## src/rtl/display_scan_ctrl.sv

```systemverilog
`default_nettype none
// ============================================================================
// display_scan_ctrl : four-digit seven-segment scan, decode, colon and setup blink
// Optional: DISPLAY_BLINK_EN builds the blink counter and cursor blanking.
// Rev 1.0
// ============================================================================
module display_scan_ctrl #(
    parameter int unsigned SCAN_DIV  = 49999,
    parameter int unsigned BLINK_DIV = 24999999
) (
    input  logic       clk,
    input  logic       rst,
    input  logic       setupMode,
    input  logic [1:0] loc,
    input  logic [3:0] hourUpper,
    input  logic [3:0] hourLower,
    input  logic [3:0] minuteUpper,
    input  logic [3:0] minuteLower,
    input  logic [5:0] secondCounter,
    output logic [3:0] an,
    output logic [6:0] seg,
    output logic       dp
);

    localparam int SCAN_W = (SCAN_DIV > 0) ? $clog2(SCAN_DIV + 1) : 1;

    logic [SCAN_W-1:0] cnt_q, cnt_d;
    logic [1:0]        idx_q, idx_d;
    logic [3:0]        an_q, an_d;
    logic [6:0]        seg_q, seg_d;
    logic              dp_q, dp_d;

    logic              w_tc;
    logic [1:0]        w_idx_nxt;
    logic [3:0]        w_digit;
    logic              w_blank;

    function automatic logic [6:0] seg_decode(input logic [3:0] d);
        case (d)
            4'd0:    seg_decode = 7'b1000000;
            4'd1:    seg_decode = 7'b1111001;
            4'd2:    seg_decode = 7'b0100100;
            4'd3:    seg_decode = 7'b0110000;
            4'd4:    seg_decode = 7'b0011001;
            4'd5:    seg_decode = 7'b0010010;
            4'd6:    seg_decode = 7'b0000010;
            4'd7:    seg_decode = 7'b1111000;
            4'd8:    seg_decode = 7'b0000000;
            4'd9:    seg_decode = 7'b0010000;
            default: seg_decode = 7'b1111111;
        endcase
    endfunction

    assign w_tc      = (cnt_q == SCAN_W'(SCAN_DIV));
    assign w_idx_nxt = idx_q + 2'd1;

    always_comb begin
        w_digit = hourUpper;
        case (w_idx_nxt)
            2'd0:    w_digit = hourUpper;
            2'd1:    w_digit = hourLower;
            2'd2:    w_digit = minuteUpper;
            default: w_digit = minuteLower;
        endcase
    end

    // Everything visible is captured only at the slot boundary, so a slot is never retimed.
    always_comb begin
        cnt_d = cnt_q + SCAN_W'(1);
        idx_d = idx_q;
        an_d  = an_q;
        seg_d = seg_q;
        dp_d  = dp_q;
        if (w_tc) begin
            cnt_d = '0;
            idx_d = w_idx_nxt;
            an_d  = w_blank ? 4'b1111 : ~(4'b1000 >> w_idx_nxt);
            seg_d = seg_decode(w_digit);
            dp_d  = ~((w_idx_nxt == 2'd1) && !setupMode && !secondCounter[0]);
        end
    end

    always_ff @(posedge clk) begin
        if (rst) begin
            cnt_q <= '0;
            idx_q <= 2'd3;
            an_q  <= 4'b1111;
            seg_q <= 7'b1111111;
            dp_q  <= 1'b1;
        end else begin
            cnt_q <= cnt_d;
            idx_q <= idx_d;
            an_q  <= an_d;
            seg_q <= seg_d;
            dp_q  <= dp_d;
        end
    end

`ifdef DISPLAY_BLINK_EN
    localparam int BLINK_W = (BLINK_DIV > 0) ? $clog2(BLINK_DIV + 1) : 1;

    logic [BLINK_W-1:0] bcnt_q, bcnt_d;
    logic               phase_q, phase_d;
    logic [1:0]         loc_q;
    logic               setup_q;
    logic               w_clr;

    assign w_clr = (loc != loc_q) || (setupMode && !setup_q);

    always_comb begin
        bcnt_d  = bcnt_q + BLINK_W'(1);
        phase_d = phase_q;
        if (w_clr) begin
            bcnt_d  = '0;
            phase_d = 1'b1;
        end else if (bcnt_q == BLINK_W'(BLINK_DIV)) begin
            bcnt_d  = '0;
            phase_d = ~phase_q;
        end
    end

    // Edge-detect history tracks inputs even in reset so a steady cursor causes no spurious clear.
    always_ff @(posedge clk) begin
        loc_q   <= loc;
        setup_q <= setupMode;
        if (rst) begin
            bcnt_q  <= '0;
            phase_q <= 1'b1;
        end else begin
            bcnt_q  <= bcnt_d;
            phase_q <= phase_d;
        end
    end

    assign w_blank = setupMode && !phase_q && (w_idx_nxt == loc);

    logic unused_sig;
    assign unused_sig = ^secondCounter[5:1];
`else
    assign w_blank = 1'b0;

    logic unused_sig;
    assign unused_sig = ^{loc, secondCounter[5:1]} ^ (BLINK_DIV == 0);
`endif

    assign an  = an_q;
    assign seg = seg_q;
    assign dp  = dp_q;

endmodule
`default_nettype wire
```

## config.mk

```make
export PLATFORM = sky130hd
export DESIGN_NAME = display_scan_ctrl
export DESIGN_NICKNAME = d
export VERILOG_FILES = /design/src/rtl/display_scan_ctrl.sv
export SDC_FILE = /design/constraint.sdc
export NUM_CORES = 1
export LEC_CHECK = 0
export CAP_MARGIN = 10
export CORE_AREA = 2 2 60 62
export DETAILED_ROUTE_END_ITERATION = 10
export DIE_AREA = 0 0 62 64
export PLACE_DENSITY = 0.75
export SETUP_SLACK_MARGIN = 0.15
export SYNTH_ARGS = -nofsm -noshare
export SYNTH_HDL_FRONTEND = slang
export SYNTH_SLANG_ARGS = --single-unit
```

## constraint.sdc

```tcl
create_clock -name clk -period 5.4 [get_ports clk]
set_clock_uncertainty 0.05 [all_clocks]
set_input_delay 1.08 -clock clk [delete_from_list [all_inputs] [get_ports clk]]
set_output_delay 1.08 -clock clk [all_outputs]
set_load 0.005 [all_outputs]
```

# ---- After elaboration in Yosys (flattened, before gate mapping)
# Memory sizes are Yosys's and may differ from the RTL's. A register that Yosys moved wholly into a read port is not among the register bits.
# Cells that the tools add are included.
dict set report op_classes {
  bitwise 2
  n_eq_ne 3
  n_addsub 2
  n_mux 1
  n_reduce_logical 6
  shift 1
}
# cell n
set ops {}
lappend ops {{$add A16 B1 Y16 const B} 1}
lappend ops {{$eq A16 B16 Y1 const B} 1}
lappend ops {{$pmux W4 S3} 1}
lappend ops {{$not A4 Y4} 1}
lappend ops {{$shr A4 B2 Y4 const A} 1}
lappend ops {{$add A2 B1 Y2 const B} 1}
lappend ops {{$eq A2 B1 Y1 const B} 1}
lappend ops {{$eq A2 B2 Y1 const B} 1}
lappend ops {{$logic_and A1 B1 Y1} 2}
lappend ops {{$logic_not A1 Y1} 2}
lappend ops {{$logic_not A2 Y1} 1}
lappend ops {{$reduce_or A2 Y1} 1}
lappend ops {{$not A1 Y1} 1}
dict set report totals {
  reg_bits 23
  romBits 112
  input_bits 27
  memories 1
}
# name depth word_bits rd rd_ports_with_merged_regs write_ports line
set mem_list {}
lappend mem_list {{(name not given)} 16 7 1 1 0 39} ;# case (d)

# ---- Logic depth before layout (Yosys ltp)
dict set report depth {
  ltp_word 5
  mapped_depth 10
  ltp_nobuf 10
}

# ---- Least setup slack after synthesis
# OpenSTA, ideal clock, no wires.
dict set report synth_path {
  kind {input -> register}
  start {input port minuteUpper[0]}
  end {register seg_q[6] (netlist: seg[6])}
  arrival_ps 2136
  setup_time_ps 117
  setup_slack_ps 3097
  n_path_buf 0
  path_stages 8
  path_cell_list {a222oi_1 mux2_2 inv_1 ha_1 inv_1 mux2i_1 o21ai_0 nand2_1}
}
dict set report synth_between {
  elab_chain_cells 1
}
# element line
set synth_lines {}
lappend synth_lines {{start: declaration} 17} ;# input logic [3:0] minuteUpper,
lappend synth_lines {{$pmux W4 S3} 59} ;# case (w_idx_nxt)
lappend synth_lines {{end: declaration} 30} ;# logic [6:0] seg_q, seg_d;
# Every way passes these cells.
# A chain may end at the register's enable or synchronous reset.

# ---- Worst setup path in the final report
dict set report layout_path {
  start {register cnt_q[0]}
  end {register seg_q[0] (netlist: seg[0])}
}
dict set report layout_between {
  elab_chain_cells 1
}
# element line
set layout_lines {}
lappend layout_lines {{start: declaration} 27} ;# logic [SCAN_W-1:0] cnt_q, cnt_d;
lappend layout_lines {{start signal: assignment} 91} ;# cnt_q <= cnt_d;
lappend layout_lines {{$eq A16 B16 Y1} 54} ;# assign w_tc = (cnt_q == SCAN_W'(SCAN_DIV));
# Every way passes these cells.

==> reports/metrics.yaml <==
maxCapViolations: 0
start_kind: "flop"
synth-seq-area-share: 0.4007
synthSimpleGateAreaFrac: 0.2187
hold_depth: 1
cts_buffers: 5
synth_top_family_by_area: "simple AND/OR/NAND/NOR gates"
yosys_most_used_dff: "dfxtp_1"
worstPathArrival_ns: 2.86
first_pass_iters: 4
setup_violations: 0
yosys.area_share.xor_xnor: 0.08180
finalCritPeriodShare: 0.4869
p_leak_nw: 0.7729
drc: 0
clkLatencyLatePin_ns: 0.35
fmax_mhz: 380.3
vias: 1310
setup_tns_ns: 0
syn_inst: 171
cts_root_buf: "clkbuf_4"
grt_pass1_vias: 1322
period_needed_ns: 2.629
cts.clk_slew.worst_paths_ns: 0.10
nets: 239
path_depth: 6
cts_resized: 0
cts_tree: "built"
synthArstFlopShare: 0
r2r_cells: 6
synth_edf_count: 0
core_area_um2: 3284
dpl.hpwl_um: 2489
synthMuxAreaShare: 0.02087
n_antenna_cell: 0
rows: 21
syn_area_um2: 1499
die_h_um: 64
crit_buf_inv: 0
pin_count: 39
final_layout_size_suffix_gt1_frac: 0.06373
crit_family: "simple AND/OR/NAND/NOR gates"
placed_cell_area_um2: 1829
worstSetupEndpointType: "flop"
synthAdderAreaFrac: 0.07513
slew_viol_final: 0
synth_compound_area_frac: 0.1528
postSynthAreaPerCell_um2: 8.766
post_cts_buffers: 0
ir_drop_uv: 112.1
final_area_um2: 1889
cpPeakStageDelay_ns: 0.78
htree_levels: 2
hold_violations: 0
cp.required_ns: 5.63
min_path_type: "flop to flop"
synth_cell_types: 39
path_max_fanout: 20
fp.dieW_um: 62
antenna_left: 0
clock_sinks: 30
gr-total-overflow: 0
clk_path_buf_depth: 2
hold_buffers: 0
relSlewSlack: 0.4594
place.gp.congestion: 0.8097
totalWireLength_um: 3331
grt_max_degree: 21
power_density_nw_per_um2: 213.9
syn-num-nets: 207
crit_slowest_cell: "or2b_1"
path_class: "flop to flop"
synth_seq_cells: 30
ys_warn_count: 0
crit_chain: "ha_1, and3_1, nand4_1, or2b_1, nor2_1, a31oi_1"
initial_core_util: 0.4564
drt-vias-per-instance: 5.240
rsz0062_at_grt: "no"
nFillCells: 307
grt_pass1_wl_um: 5644
outcome: "complete, no violations"
die-area_um2: 3968
grt_usage: 0.1948
worst_pin_slew_ns: 0.8085
grt_antenna_before_repair: 0
area_growth_pct: 26.04
first_iter_violations: 68
port-buffer-count: 31
avgRoutedWirePerCell_um: 13.32
[cell usage in the layout, fill, tap and decap left out, types with 2 or more instances in the layout]
master	netlist	final
xnor2_1	6	6
nand4_1	2	2
and3_1	5	5
clkdlybuf4s50_1	0	31
a211o_1	5	5
nand2_1	13	13
a21oi_1	8	8
a22oi_1	5	5
nand3_1	4	4
nor2_1	32	32
xor2_1	8	8
dfxtp_1	30	30
mux2i_1	2	2
o21ai_0	2	2
a31oi_1	4	4
ha_1	9	9
clkbuf_4	0	5
nor2b_1	2	2
inv_1	10	10
[area by class of cell]
cell class	count	area, µm²	area share
Tap cell	46	57.56	0.03046
Timing Repair Buffer	31	310.3	0.1642
Clock inverter	1	5.005	0.002649
Clock buffer	7	55.05	0.02914
Inverter	10	37.54	0.01987
Multi-Input combinational cell	125	823.3	0.4358
Sequential cell	30	600.6	0.3179
[worst paths after layout]
path	start	slack [ns]	end
min	cnt_q[0]	0.42	cnt_q[0]
max reg2reg	cnt_q[0]	2.77	seg[0]
max	cnt_q[0]	2.77	seg[0]
min reg2reg	cnt_q[0]	0.42	cnt_q[0]
[kinds of logic after synthesis]
group           after synthesis
simple gates                 67
compound gates               32
flops                        30
buf+inv                      16
xor+xnor                     14
fa+ha+maj                     9
mux                           3
[report_power, final]
group / leakage, nW / switching [W] / total [W] / internal [W]
Combinational: 0.495 / 0.0000160 / 0.0000357 / 0.0000197
Clock: 0.0353 / 0.0000807 / 0.000144 / 0.0000630
Sequential: 0.243 / 0.00000169 / 0.000225 / 0.000223
Total: 0.773 / 0.0000984 / 0.000404 / 0.000306
[registers in the layout, indices dropped and copies added (netlist names)]
register,cells
idx_q,2
dp,1
an,4
seg,7
cnt_q,16
[cells in the mapped netlist, types with 2 or more instances]
library cell / count / share of area
a211o_1: 5 / 0.029
a21oi_1: 8 / 0.027
a22oi_1: 5 / 0.025
a31oi_1: 4 / 0.017
and3_1: 5 / 0.021
buf_2: 3 / 0.010
dfxtp_1: 30 / 0.40
ha_1: 9 / 0.075
inv_1: 10 / 0.025
mux2i_1: 2 / 0.013
nand2_1: 13 / 0.033
nand3_1: 4 / 0.013
nand4_1: 2 / 0.0083
nor2_1: 32 / 0.080
nor2b_1: 2 / 0.0083
o21ai_0: 2 / 0.0067
xnor2_1: 6 / 0.035
xor2_1: 8 / 0.047
[routing by layer]
metal  global-route usage  part of all wire
met2               0.3151              0.51
met3              0.08907             0.041
met1               0.2040              0.42
met5                    0                 0
met4               0.1011             0.025
[worst register-to-register path: cells and delay by family, from the launching register on]
kind | cells | cell delay (ns)
compound gates | 1 | 0.17
fa+ha+maj | 1 | 0.20
flops | 1 | 0.38
simple gates | 4 | 1.77
[through the flow]
stage	util	setup WS (ns)	hold WS [ns]	power (W)	cells
5_1_grt	0.5752	2.482	0.4438	0.0004240	250
4_1_cts	0.5752	2.731	0.4245	0.0004082	250
3_3_place_gp	0.5570	2.565	0.3902	0.0002631	242
2_1_floorplan	-	3.097	0.3760	0.0002468	171
6_report	0.5752	2.771	0.4197	0.0004040	250
3_5_place_dp	0.5570	2.524	0.4023	0.0002649	242
(Power assumes the default switching activity.)
